## src/rtl/pipe_hazard_ctrl.sv

```systemverilog
// -----------------------------------------------------------------------------
// pipe_hazard_ctrl
//   Pipeline sequencer for the 5-stage RISC-V core behind the instruction
//   decoder. Holds the ID/EX, EX/MEM and MEM/WB control shadow registers,
//   resolves data-memory wait freezes, taken-branch flushes and load-use
//   stalls, and produces the EX operand forwarding selects.
//
// Ports:
//   clk, rst_n          clock (rising edge), asynchronous active-low reset
//   id_valid            IF/ID holds a real instruction
//   id_ctrl[9:0]        {regwrite, alu_control[3:0], alusrc, memread,
//                        memwrite, branch, memtoreg}
//   id_rs1/rs2/rd       register fields of the instruction in ID
//   ex_branch_taken     branch compare result for the instruction in EX
//   mem_ready           data memory completes its access this cycle
//   stall_if, stall_id  hold PC / hold IF/ID
//   flush_id            load a bubble into IF/ID at the next edge
//   ex_*, mem_*, wb_*   registered pipeline control state
//   fwd_a, fwd_b        EX operand selects: 00 regfile, 10 EX/MEM, 01 MEM/WB
//   stall_cnt           saturating count of cycles with stall_if=1
// -----------------------------------------------------------------------------
module pipe_hazard_ctrl #(
  parameter int unsigned STALL_CNT_W = 16
) (
  input  logic                   clk,
  input  logic                   rst_n,
  input  logic                   id_valid,
  input  logic [9:0]             id_ctrl,
  input  logic [4:0]             id_rs1,
  input  logic [4:0]             id_rs2,
  input  logic [4:0]             id_rd,
  input  logic                   ex_branch_taken,
  input  logic                   mem_ready,
  output logic                   stall_if,
  output logic                   stall_id,
  output logic                   flush_id,
  output logic                   ex_valid,
  output logic [9:0]             ex_ctrl,
  output logic [4:0]             ex_rd,
  output logic                   mem_valid,
  output logic [9:0]             mem_ctrl,
  output logic [4:0]             mem_rd,
  output logic                   wb_valid,
  output logic                   wb_regwrite,
  output logic [4:0]             wb_rd,
  output logic [1:0]             fwd_a,
  output logic [1:0]             fwd_b,
  output logic [STALL_CNT_W-1:0] stall_cnt
);

  logic [4:0] r_ex_rs1;
  logic [4:0] r_ex_rs2;

  logic w_freeze;
  logic w_flush;
  logic w_rs2_used;
  logic w_load_use;
  logic w_mem_fwd_ok;
  logic w_wb_fwd_ok;

  // Hazard detection looks only at regwrite, memread, memwrite, branch, alusrc.
  assign w_freeze   = mem_valid & (mem_ctrl[3] | mem_ctrl[2]) & ~mem_ready;
  assign w_flush    = ex_valid & ex_ctrl[1] & ex_branch_taken;
  // Stores read rs2 even though alusrc selects the immediate.
  assign w_rs2_used = ~id_ctrl[4] | id_ctrl[2];
  assign w_load_use = ex_valid & ex_ctrl[3] & (ex_rd != 5'd0) & id_valid &
                      ((id_rs1 == ex_rd) | (w_rs2_used & (id_rs2 == ex_rd)));

  // Freeze dominates; a taken branch suppresses the load-use stall because
  // the dependent ID instruction is on the wrong path anyway.
  assign stall_if = w_freeze | (~w_flush & w_load_use);
  assign stall_id = stall_if;
  assign flush_id = ~w_freeze & w_flush;

  // Loads in MEM have no result yet; their value is taken from WB later.
  assign w_mem_fwd_ok = mem_valid & mem_ctrl[9] & ~mem_ctrl[3] & (mem_rd != 5'd0);
  assign w_wb_fwd_ok  = wb_valid & wb_regwrite & (wb_rd != 5'd0);

  assign fwd_a = (w_mem_fwd_ok && (mem_rd == r_ex_rs1)) ? 2'b10 :
                 (w_wb_fwd_ok  && (wb_rd  == r_ex_rs1)) ? 2'b01 : 2'b00;
  assign fwd_b = (w_mem_fwd_ok && (mem_rd == r_ex_rs2)) ? 2'b10 :
                 (w_wb_fwd_ok  && (wb_rd  == r_ex_rs2)) ? 2'b01 : 2'b00;

  always_ff @(posedge clk or negedge rst_n) begin
    if (!rst_n) begin
      ex_valid    <= 1'b0;
      ex_ctrl     <= '0;
      ex_rd       <= '0;
      r_ex_rs1    <= '0;
      r_ex_rs2    <= '0;
      mem_valid   <= 1'b0;
      mem_ctrl    <= '0;
      mem_rd      <= '0;
      wb_valid    <= 1'b0;
      wb_regwrite <= 1'b0;
      wb_rd       <= '0;
    end else if (w_freeze) begin
      // EX and MEM hold; the retiring slot becomes a bubble.
      wb_valid    <= 1'b0;
      wb_regwrite <= 1'b0;
      wb_rd       <= '0;
    end else begin
      wb_valid    <= mem_valid;
      wb_regwrite <= mem_ctrl[9];
      wb_rd       <= mem_rd;
      mem_valid   <= ex_valid;
      mem_ctrl    <= ex_ctrl;
      mem_rd      <= ex_rd;
      if (w_flush || w_load_use) begin
        ex_valid <= 1'b0;
        ex_ctrl  <= '0;
        ex_rd    <= '0;
        r_ex_rs1 <= '0;
        r_ex_rs2 <= '0;
      end else begin
        ex_valid <= id_valid;
        ex_ctrl  <= id_ctrl;
        ex_rd    <= id_rd;
        r_ex_rs1 <= id_rs1;
        r_ex_rs2 <= id_rs2;
      end
    end
  end

  always_ff @(posedge clk or negedge rst_n) begin
    if (!rst_n) begin
      stall_cnt <= '0;
    end else if (stall_if && (stall_cnt != '1)) begin
      stall_cnt <= stall_cnt + STALL_CNT_W'(1);
    end
  end

endmodule
```

## config.mk

```make
export PLATFORM = sky130hd
export DESIGN_NAME = pipe_hazard_ctrl
export DESIGN_NICKNAME = d
export VERILOG_FILES = /design/src/rtl/pipe_hazard_ctrl.sv
export SDC_FILE = /design/constraint.sdc
export NUM_CORES = 1
export LEC_CHECK = 0
export ABC_AREA = 1
export ABC_CLOCK_PERIOD_IN_PS = 1890
export BUFFER_PORTS_ARGS = -buffer_cell sky130_fd_sc_hd__buf_2
export CAP_MARGIN = 0
export CORE_ASPECT_RATIO = 0.9
export CORE_MARGIN = 2
export CORE_UTILIZATION = 51
export DETAILED_ROUTE_END_ITERATION = 10
export PLACE_DENSITY = 0.75
export SLEW_MARGIN = 10
export SYNTH_ARGS = -nofsm -noshare
export SYNTH_HDL_FRONTEND = slang
export SYNTH_SLANG_ARGS = --single-unit
```

## constraint.sdc

```tcl
create_clock -name clk -period 1.89 [get_ports clk]
set_input_delay 0.0945 -clock clk [delete_from_list [all_inputs] [get_ports clk]]
set_output_delay 0.0945 -clock clk [all_outputs]
set_load 0.005 [all_outputs]
```

==> impl_results.md, run 1 <==
- Status: completed
- Worst-margin pin slew: 0.650 ns
- Reg-to-reg startpoint: stall_cnt[13]
- Endpoints failing hold: 0
- R2r setup slk: 0.15 ns
- Unrepaired setup endpoints after global routing: yes
- Yosys reg bits: between 60 and 70
- Final core occ: 0.670
- Clock power share: 0.221
- IR drop worst, VDD: 0.000760 V
- Initial Util: 0.521
- Io pins: 92
- Hold EP: ex_rd[4]
- Worst Path Required: approximately 1.8 ns
- Tot GR Track Use: 0.237
- Critical path peak fanout: 15
- Layout cells sized above 1: 0.290
- Combinational share of power: 0.370
- Clock buffer depth: 2
- Final non-filler cell area: between 4000 and 5000 sq um
- Congestion Overflow GR: 0
- Root buffer cell: clkbuf_8
- Register area share after synthesis: 0.481
- Final Max Slew Viols: 0
- Total CTS buffers: 9
- Chip height: ~81 um
- Rows: 28
- Mapped Cells: 420
- Fin cells: 621
- Antenna violations before repair: 0
- Footprint of the multi-input gates: around 1600 sq um
- WL met2: ~4 mm
- Clk sinks: 65
- Reg2reg path depth: 7
- Mapped Area: around 3400 sq um
- Slew HR: 0.564
- PD cells: 1370 nW/um^2
- Switching Fraction: 0.382
- Worst setup SP type: flop
- Met3 wire length: around 540 um
- Diode count: 0
- Final clock skew: roughly 0.0065 ns
- Synth Warn #: 0
- Total Neg Setup Slack: 0 ns
- Cell Area, Placed: 3910 sq um
- Syn Area/Cell: 8.04 sq um
- Die Footprint: 7290 sq um
- Register share of total power: 0.409
- Seq. cell area: 1630 sq um
- Top layer in use: met4
- Setup CP Type: flop to output pin
- Final Power: just under 6 mW
- Setup ws final: 0.0739 ns
- Pint: 3.68 mW
- Gp weighted congestion: approximately 0.85
- Max Clk Rate: between 500 and 600 MHz
- Initial DRT Pass Iterations: 4
- Period utilization: 0.961
- DRC Markers: 0
- Clock Latency Late Sink: 0.34 ns
- Die X-Extent: 89.8 um
- Core area: 6480 sq um
- Pre-CTS setup slack: 0.0965 ns
- Vias in the first global route: 2848
- Port Buffer Count: 91
- R2R Path End: stall_cnt[8]
- Clk pin slew, worst setup/hold paths: about 0.070 ns
- Routed vias: about 3200
- CTS tree: done
- Syn nets: 451
- Period minus WS final: 1.82 ns
- NumNets Final: 557
- Area delta synth->final: 28.5%
- Global-route wire length before repair: between 10 and 15 mm
- DP Wirelength: 5.89 mm
- M1 WL: 3.72 mm
- Switching power: around 2.3 mW
- Largest net degree at the start of global routing: 68
- Worst hold start: id_rd[4]
- Final ANT Viol Nets: 0
- Capturing element type of the critical path: output pin
- H-tree level count: 3
- Fillers: between 500 and 600
- Worst path arrival time: ~1.7 ns
- Hold Crit Class: input port to flop
- Max_cap viols: 0
- Mean number of vias per cell: 5.07
- Hold Slack: 0.00719 ns
- Post-synth cell types: 24
- Setup violators final: 0
- DR WL/cell: 13.6 um
- WHS Path Cells: 3
- Leakage power: around 2.3 nW
- Wirelength, routed: 8.42 mm
- Placed Cells: 590
- Detailed Route Iter0 Violations: 202
## repair_timing
item | 4_1_cts | 5_1_grt
endpoints found under the hold margin | 29 | 0
hold buffers | 6 | 0
cloned | 0 | 1
pin swaps | 1 | 5
gates resized for setup | 1 | 20
setup endpoints to repair | 1 | 35
setup buffers | 2 | 6
## placed cells by master (no fill, tap or decap), types with 7 or more instances in the layout
cell	netlist	layout
nand4_1	11	11
xor2_1	16	16
clkbuf_8	0	10
buf_4	3	12
nand3_1	47	46
o21ai_0	33	32
inv_1	34	32
buf_2	5	90
nor2_1	21	19
nand2_1	130	128
xnor2_1	14	14
dfrtp_1	65	62
nor3_1	8	7
## flip-flops by register name, indices dropped and copies added, names as in the netlist
| register | flops |
|---|---|
| ex_ctrl | 10 |
| ex_rd | 5 |
| ex_valid | 1 |
| mem_ctrl | 10 |
| mem_rd | 5 |
| mem_valid | 1 |
| r_ex_rs1 | 5 |
| r_ex_rs2 | 5 |
| stall_cnt | 16 |
| wb_rd | 5 |
| wb_regwrite | 1 |
| wb_valid | 1 |
## routing by layer
layer	up-vias	track usage
met5	-	0
met1	1472	0.311
met2	109	0.392
met4	0	0.0846
met3	11	0.0557
li1	1559	-
## cells in the mapped netlist
master,n,share of area
buf_2,5,0.0074
buf_4,3,0.0067
buf_6,3,0.010
clkbuf_1,7,0.0078
dfrtp_1,65,0.48
ha_1,1,0.0037
inv_1,34,0.038
inv_2,3,0.0033
nand2_1,130,0.14
nand2_2,5,0.0093
nand3_1,47,0.070
nand3_2,3,0.0089
nand3_4,1,0.0052
nand3b_1,1,0.0022
nand4_1,11,0.020
nor2_1,21,0.023
nor2_2,3,0.0056
nor2_4,2,0.0067
nor3_1,8,0.012
nor4_1,3,0.0056
o21a_1,1,0.0022
o21ai_0,33,0.049
xnor2_1,14,0.036
xor2_1,16,0.041
## logic make-up after synthesis
family,synth area share
AND/OR/NAND/NOR,0.313
flip-flops,0.481
buffers and inverters,0.0730
AO/OA/AOI/OAI,0.0511
XOR/XNOR,0.0778
adder cells (fa/ha/maj),0.00370
## power by group through the flow
| stage | clock network (mW) | logic (mW) | registers [mW] |
|---|---|---|---|
| 2_1_floorplan | 0 | 1.21 | 2.37 |
| 3_3_place_gp | 0 | 1.90 | 2.42 |
| 3_5_place_dp | 0 | 1.98 | 2.43 |
| 4_1_cts | 1.34 | 2.05 | 2.42 |
| 5_1_grt | 1.41 | 2.46 | 2.51 |
| 6_report | 1.32 | 2.20 | 2.43 |
## cell type report
class | count | area share
Clock buffer | 11 | 0.0326
Timing Repair Buffer | 112 | 0.153
Multi-Input combinational cell | 301 | 0.363
Clock inverter | 5 | 0.0182
Tap cell | 90 | 0.0259
Inverter | 37 | 0.0320
Sequential cell | 65 | 0.376
## critical path, stage by stage (launching register included)
cell	delay, ns
dfrtp_1	0.44
inv_2	0.09
buf_4	0.15
nand4_1	0.09
nand3b_1	0.07
inv_1	0.09
nand3_2	0.10
nand2_4	0.11
buf_12	0.14
buf_6	0.09
## worst max-delay path by stage
stage          cells past startpoint    startpoint  slack (ns)       endpoint
4_1_cts                            5   mem_ctrl[3]       0.001       fwd_b[0]
2_1_floorplan                      9  stall_cnt[0]        0.36   stall_cnt[1]
6_report                           9      ex_rd[3]        0.07       stall_id
3_5_place_dp                       9  stall_cnt[0]         0.1  stall_cnt[10]
5_1_grt                           10      ex_rd[3]       -0.05       stall_id
3_3_place_gp                       9  stall_cnt[0]        0.25   stall_cnt[4]
No activity file was read; power rests on OpenSTA's default activity.
==> inputs of run 2 (changes only) <==
--- a/config.mk
+++ b/config.mk
@@ -13,6 +13,7 @@
 export CORE_MARGIN = 2
 export CORE_UTILIZATION = 51
 export DETAILED_ROUTE_END_ITERATION = 10
+export MAX_ROUTING_LAYER = met4
 export PLACE_DENSITY = 0.75
 export SLEW_MARGIN = 10
 export SYNTH_ARGS = -nofsm -noshare
==> run 2 against run 1 <==
  * Worst hold slack gained 0.013 ns
  * Sequential share of layout area grew 1.3 points
  * Clock power fell by 23%
  * Clock skew rose by 0.0028 ns
  * Global-route usage decreased by 0.10 points
  * Critical path type unchanged
  * Largest power group unchanged
==> impl_results.md, run 2 (synthesis results as in run 1) <==
- Switching Fraction: 0.395 (+0.0133)
- Congestion Overflow GR: 0 (unchanged)
- Clock power share: 0.182 (-0.039)
- Vias in the first global route: 2842 (-0.21%)
- Core area: 6480 sq um (unchanged)
- Largest net degree at the start of global routing: 68 (unchanged)
- Clk sinks: 65 (unchanged)
- DRC Markers: 0 (unchanged)
- Met3 wire length: 357 um (-34%)
- Total CTS buffers: 9 (unchanged)
- Footprint of the multi-input gates: 1550 sq um (-1.7%)
- H-tree level count: 3 (unchanged)
- Clock buffer depth: 2 (unchanged)
- Initial Util: 0.521 (unchanged)
- Final ANT Viol Nets: 0 (unchanged)
- DP Wirelength: 5.67 mm (-3.8%)
- Area delta synth->final: 23.9%
- Clock Latency Late Sink: 0.33 ns (about the same)
- Slowest CP cell: dfrtp_1
- Mean number of vias per cell: 5.06 (-0.27%)
- Most Frequent Cell on Critical Path: nand2_1
- Top reg by flops: stall_cnt
- WL met2: 3.73 mm (-7.1%)
- Diode count: 0 (unchanged)
- Critical-path cell list: buf_4 -> nand2_1 -> nand2_1 -> nor2_1 -> nand3_1 -> nand2_2 -> nand3_4 -> nand2_8 -> buf_2
- Largest regs: stall_cnt (16), ex_ctrl (10), mem_ctrl (10)
- Die X-Extent: 89.8 um (unchanged)
- Commonest non-fill, non-tap cells in the layout: nand2_1 (130), buf_2 (91), dfrtp_1 (64)
- Max reg flops: 16 (unchanged)
- Detailed Route Iter0 Violations: 187 (-7.4%)
- Seq. cell area: 1630 sq um (-0.15%)
- Period minus WS final: 1.78 ns (-0.0315 ns)
- Combinational share of power: 0.380 (+0.010)
- PD cells: 1320 nW/um^2 (-3.5%)
- Slowest stage delay, CP: 0.43 ns (about the same)
- Root buffer cell: clkbuf_8
- NumNets Final: 550 (-1.3%)
- Chip height: 81.2 um (unchanged)
- Pre-CTS setup slack: 0.184 ns (+0.0876 ns)
- Worst Path Required: 1.80 ns (about the same)
- Fillers: 568 (+5.4%)
- IR drop worst, VDD: 0.000692 V (-8.9%)
- Leakage power: 2.26 nW (-1.7%)
- Gp weighted congestion: 0.869 (+2.6%)
- Setup violators final: 0 (unchanged)
- Worst path arrival time: 1.69 ns (-0.03 ns)
- Switching power: 2.19 mW (-3.7%)
- Worst-margin pin slew: 0.448 ns (-0.201 ns)
- Period utilization: 0.944 (-0.0167)
- M1 WL: 3.75 mm (+0.81%)
- Port Buffer Count: 91 (unchanged)
- Setup ws final: 0.105 ns (+0.0315 ns)
- Endpoints failing hold: 0 (unchanged)
- DR WL/cell: 13.0 um (-3.7%)
- Final clock skew: 0.00936 ns (+0.00283 ns)
- Rows: 28 (unchanged)
- Final Max Slew Viols: 0 (unchanged)
- Final Power: 5.54 mW (-7.0%)
- CTS tree: done
- Tot GR Track Use: 0.236 (-0.00103)
- Capturing element type of the critical path: output pin
- Clk pin slew, worst setup/hold paths: 0.07 ns (about the same)
- Commonest non-fill, non-tap cell in the layout: nand2_1
- Slew HR: 0.699 (+0.135)
- Hold Slack: 0.0199 ns (+0.0127 ns)
- Unrepaired setup endpoints after global routing: yes
- Hold Crit Class: input port to flop
- Layout cells sized above 1: 0.272 (-0.0185)
- Initial DRT Pass Iterations: 4 (unchanged)
- Pint: 3.35 mW (-9.0%)
- Wirelength, routed: 8.00 mm (-5.0%)
- Status: completed
- Max Clk Rate: 560 MHz (+1.8%)
- Total Neg Setup Slack: 0 ns (unchanged)
- Top layer in use: met4
- Critical path peak fanout: 14 (-1)
- Worst setup SP type: flop
- Register share of total power: 0.438 (+0.029)
- Max_cap viols: 0 (unchanged)
- Routed vias: 3102 (-1.6%)
- Io pins: 92 (unchanged)
- Antenna violations before repair: 0 (unchanged)
- Setup CP Type: flop to output pin
- Die Footprint: 7290 sq um (unchanged)
- Final core occ: 0.646 (-0.0239)
- Global-route wire length before repair: 13.2 mm (-2.7%)
run 2: cell count changes in the layout (fill, tap and decap cells not counted), sizes merged:
| cell | previous run | this run |
|---|---|---|
| dlygate4sd3 | 6 | 1 |
| bufinv | 2 | 0 |
| buf | 106 | 105 |
| clkinv | 3 | 4 |
| nand3 | 52 | 51 |
run 2: what timing repair did:
action / 4_1_cts / 5_1_grt
gates resized for setup: 2 / 9
setup buffers: 1 / 8
pin swaps: 1 / 1
hold buffers: 1 / 0
setup endpoints to repair: 1 / 23
endpoints found under the hold margin: 65 / 0
run 2: per-stage QoR:
| step | instances | cell area (sq um) |
|---|---|---|
| floorplan | 420 | 3380 |
| global placement | 589 | 3910 |
| detailed placement | 589 | 3910 |
| CTS | 605 | 4090 |
| global route | 613 | 4190 |
| finish | 613 | 4190 |
run 2: metal layers:
layer  up-vias  global-route usage
li1       1547                   -
met1      1460               0.303
met2        82               0.375
met3        13              0.0436
met4         0               0.102
met5         -                   -
run 2: power by group through the flow:
stage | logic [mW] | registers (mW) | clock network [mW]
2_1_floorplan | 1.21 | 2.37 | 0
3_3_place_gp | 1.91 | 2.42 | 0
3_5_place_dp | 1.97 | 2.44 | 0
5_1_grt | 2.37 | 2.50 | 1.08
4_1_cts | 1.98 | 2.42 | 1.02
6_report | 2.10 | 2.43 | 1.01
run 2: critical path, delay by kind of cell (launching register included):
| kind | cells | cell delay, ns |
|---|---|---|
| buffers and inverters | 2 | 0.28 |
| flip-flops | 1 | 0.43 |
| AND/OR/NAND/NOR | 7 | 0.65 |
run 2: worst paths after layout:
kind                            slack (ns)  cells past startpoint   startpoint            to
worst max register to register        0.16                     11     ex_rd[0]  stall_cnt[0]
worst min register to register        0.48                      2  mem_ctrl[0]   mem_ctrl[0]
max in group asynchronous             1.29                      3        rst_n  stall_cnt[0]
worst min-delay path                  0.02                      3     id_rd[0]      ex_rd[0]
worst max-delay path                  0.11                      9     ex_rd[0]      stall_id
min in group asynchronous             0.29                      3        rst_n  stall_cnt[1]
run 2: area by class of cell:
cell class                      instances  area share
Tap cell                               90      0.0269
Multi-Input combinational cell        300       0.370
Clock inverter                          4     0.00478
Sequential cell                        65       0.389
Inverter                               37      0.0332
Clock buffer                           11      0.0338
Timing Repair Buffer                  106       0.142
==> inputs of run 3 (changes only) <==
--- a/config.mk
+++ b/config.mk
@@ -11,10 +11,10 @@
 export CAP_MARGIN = 0
 export CORE_ASPECT_RATIO = 0.9
 export CORE_MARGIN = 2
-export CORE_UTILIZATION = 51
+export CORE_UTILIZATION = 50
 export DETAILED_ROUTE_END_ITERATION = 10
 export MAX_ROUTING_LAYER = met4
-export PLACE_DENSITY = 0.75
+export PLACE_DENSITY = 0.74
 export SLEW_MARGIN = 10
 export SYNTH_ARGS = -nofsm -noshare
 export SYNTH_HDL_FRONTEND = slang
==> run 3 against run 2 <==
  * Clock skew increased by 0.0064 ns
  * Largest power group unchanged
  * Worst setup slack worse by 0.046 ns
  * Core utilization is 0.23 points lower
  * Die area grew 1.9%
==> impl_results.md, run 3 (synthesis results as in run 1) <==
- Status: completed
- CTS tree: done
- Period utilization: 0.968 (+0.0241)
- PD cells: 1380 nW/um^2 (+4.3%)
- Slowest stage delay, CP: 0.42 ns (about the same)
- Clk sinks: 65 (unchanged)
- Clock buffer depth: 2 (unchanged)
- Slew HR: 0.573 (-0.126)
- Critical-path cell list: inv_2 -> nand2_1 -> nand2_1 -> nor2_1 -> nand3_1 -> nand2_2 -> nand3_2 -> nand2_4 -> buf_8 -> buf_2
- Root buffer cell: clkbuf_8
- DR WL/cell: 13.4 um (+2.6%)
- Top reg by flops: stall_cnt
- Clk pin slew, worst setup/hold paths: 0.07 ns (about the same)
- Hold Slack: 0.0160 ns (-0.00382 ns)
- Die Footprint: 7430 sq um (+1.9%)
- Setup CP Type: flop to output pin
- Port Buffer Count: 91 (unchanged)
- Setup ws final: 0.0598 ns (-0.0456 ns)
- Initial DRT Pass Iterations: 4 (unchanged)
- Slowest CP cell: dfrtp_1
- Rows: 28 (unchanged)
- DP Wirelength: 5.72 mm (+0.86%)
- Io pins: 92 (unchanged)
- Period minus WS final: 1.83 ns (+0.0456 ns)
- Final clock skew: 0.0158 ns (+0.00640 ns)
- Layout cells sized above 1: 0.268 (-0.00369)
- NumNets Final: 546 (-0.73%)
- Worst setup SP type: flop
- Vias in the first global route: 2896 (+1.9%)
- Total Neg Setup Slack: 0 ns (unchanged)
- Reg2reg path depth: 10 (-1)
- Hold EP: ex_rd[2]
- R2r setup slk: 0.17 ns (about the same)
- Max_cap viols: 0 (unchanged)
- Initial Util: 0.516 (-0.00557)
- WHS Path Cells: 3 (unchanged)
- H-tree level count: 3 (unchanged)
- Commonest non-fill, non-tap cells in the layout: nand2_1 (130), buf_2 (91), dfrtp_1 (64)
- Global-route wire length before repair: 13.5 mm (+2.4%)
- Final Max Slew Viols: 0 (unchanged)
- Setup violators final: 0 (unchanged)
- Routed vias: 3087 (-0.48%)
- Fillers: 604 (+6.3%)
- Tot GR Track Use: 0.237 (+0.000903)
- Max Clk Rate: 546 MHz (-2.5%)
- Largest net degree at the start of global routing: 68 (unchanged)
- Gp weighted congestion: 0.905 (+4.1%)
- Largest regs: stall_cnt (16), ex_ctrl (10), mem_ctrl (10)
- Total CTS buffers: 9 (unchanged)
- Wirelength, routed: 8.16 mm (+2.0%)
- Worst path arrival time: 1.74 ns (+0.05 ns)
- Worst-margin pin slew: 0.635 ns (+0.187 ns)
- Chip height: 82.0 um (+0.95%)
- Detailed Route Iter0 Violations: 163 (-13%)
- Clock Latency Late Sink: 0.33 ns (about the same)
- DRC Markers: 0 (unchanged)
- Unrepaired setup endpoints after global routing: yes
- Seq. cell area: 1630 sq um (unchanged)
- Worst hold start: id_rd[2]
- Leakage power: 2.24 nW (-0.54%)
- Congestion Overflow GR: 0 (unchanged)
- Commonest non-fill, non-tap cell in the layout: nand2_1
- Pre-CTS setup slack: 0.117 ns (-0.0669 ns)
- Footprint of the multi-input gates: 1550 sq um (-0.16%)
- Antenna violations before repair: 0 (unchanged)
- Mean number of vias per cell: 5.07 (+0.17%)
- Diode count: 0 (unchanged)
- Final Power: 5.82 mW (+5.1%)
- Endpoints failing hold: 0 (unchanged)
- IR drop worst, VDD: 0.000650 V (-6.1%)
- Worst Path Required: 1.80 ns (about the same)
- Critical path peak fanout: 13 (-1)
- Die X-Extent: 90.6 um (+0.95%)
- Reg-to-reg startpoint: stall_cnt[1]
- Most Frequent Cell on Critical Path: nand2_1
- Final ANT Viol Nets: 0 (unchanged)
- Capturing element type of the critical path: output pin
- Hold Crit Class: input port to flop
- Core area: 6550 sq um (+1.1%)
- Area delta synth->final: 24.8%
- Max reg flops: 16 (unchanged)
- R2R Path End: stall_cnt[11]
## run 3: cell types whose count changed in the layout (fill, tap and decap cells not counted), sizes merged
cell,before,now
bufinv,0,2
buf,105,100
clkbuf,11,13
nand3,51,52
clkinv,4,0
## run 3: how the worst max path moves through the flow
stage                 startpoint      endpoint  slack, ns  cells past startpoint
floorplan           stall_cnt[0]  stall_cnt[1]       0.36                      9
global placement        ex_rd[3]  stall_cnt[6]       0.24                     12
detailed placement  stall_cnt[0]  stall_cnt[7]       0.12                      9
CTS                     ex_rd[0]      stall_id       0.02                     10
global route            ex_rd[3]      stall_id      -0.04                     10
finish                  ex_rd[0]      stall_id       0.06                     10
## run 3: per-stage QoR
| step | instance area [sq um] | cells | util |
|---|---|---|---|
| 6_report | 4220 | 609 | 0.644 |
| 5_1_grt | 4220 | 609 | 0.644 |
| 4_1_cts | 4150 | 604 | 0.633 |
| 3_5_place_dp | 3890 | 588 | 0.594 |
| 3_3_place_gp | 3890 | 588 | 0.594 |
| 2_1_floorplan | 3380 | 420 | - |
## run 3: power by group
part | switching [mW] | total [mW] | leakage, nW | internal [mW]
sequential | 0.565 | 2.44 | 0.813 | 1.88
combinational | 1.12 | 2.03 | 1.31 | 0.914
clock | 0.500 | 1.35 | 0.116 | 0.845
total | 2.18 | 5.82 | 2.24 | 3.64
## run 3: layer usage
| layer | GRT usage | vias up | wire (um) | part of all wire |
|---|---|---|---|---|
| met4 | 0.0954 | 0 | 111 | 0.014 |
| li1 | - | 1534 | - | - |
| met5 | - | - | 0 | 0 |
| met2 | 0.399 | 75 | 3980 | 0.49 |
| met1 | 0.285 | 1469 | 3660 | 0.45 |
| met3 | 0.0477 | 9 | 403 | 0.049 |
## run 3: area by class of cell
cell class	instances	area share
Timing Repair Buffer	101	0.133
Tap cell	90	0.0267
Sequential cell	65	0.386
Inverter	37	0.0329
Clock inverter	2	0.0142
Clock buffer	13	0.0401
Multi-Input combinational cell	301	0.367
## run 3: critical path: cells and delay by family (launching register included)
kind,cells,cell delay (ns)
simple gates,7,0.65
flops,1,0.42
buf+inv,3,0.34
## run 3: what timing repair did
action / CTS / global route
pin swaps: 0 / 3
hold buffers: 1 / 0
gates cloned: 0 / 1
setup buffers: 0 / 4
endpoints found under the hold margin: 65 / 0
gates resized for setup: 5 / 8
setup endpoints to repair: 5 / 21
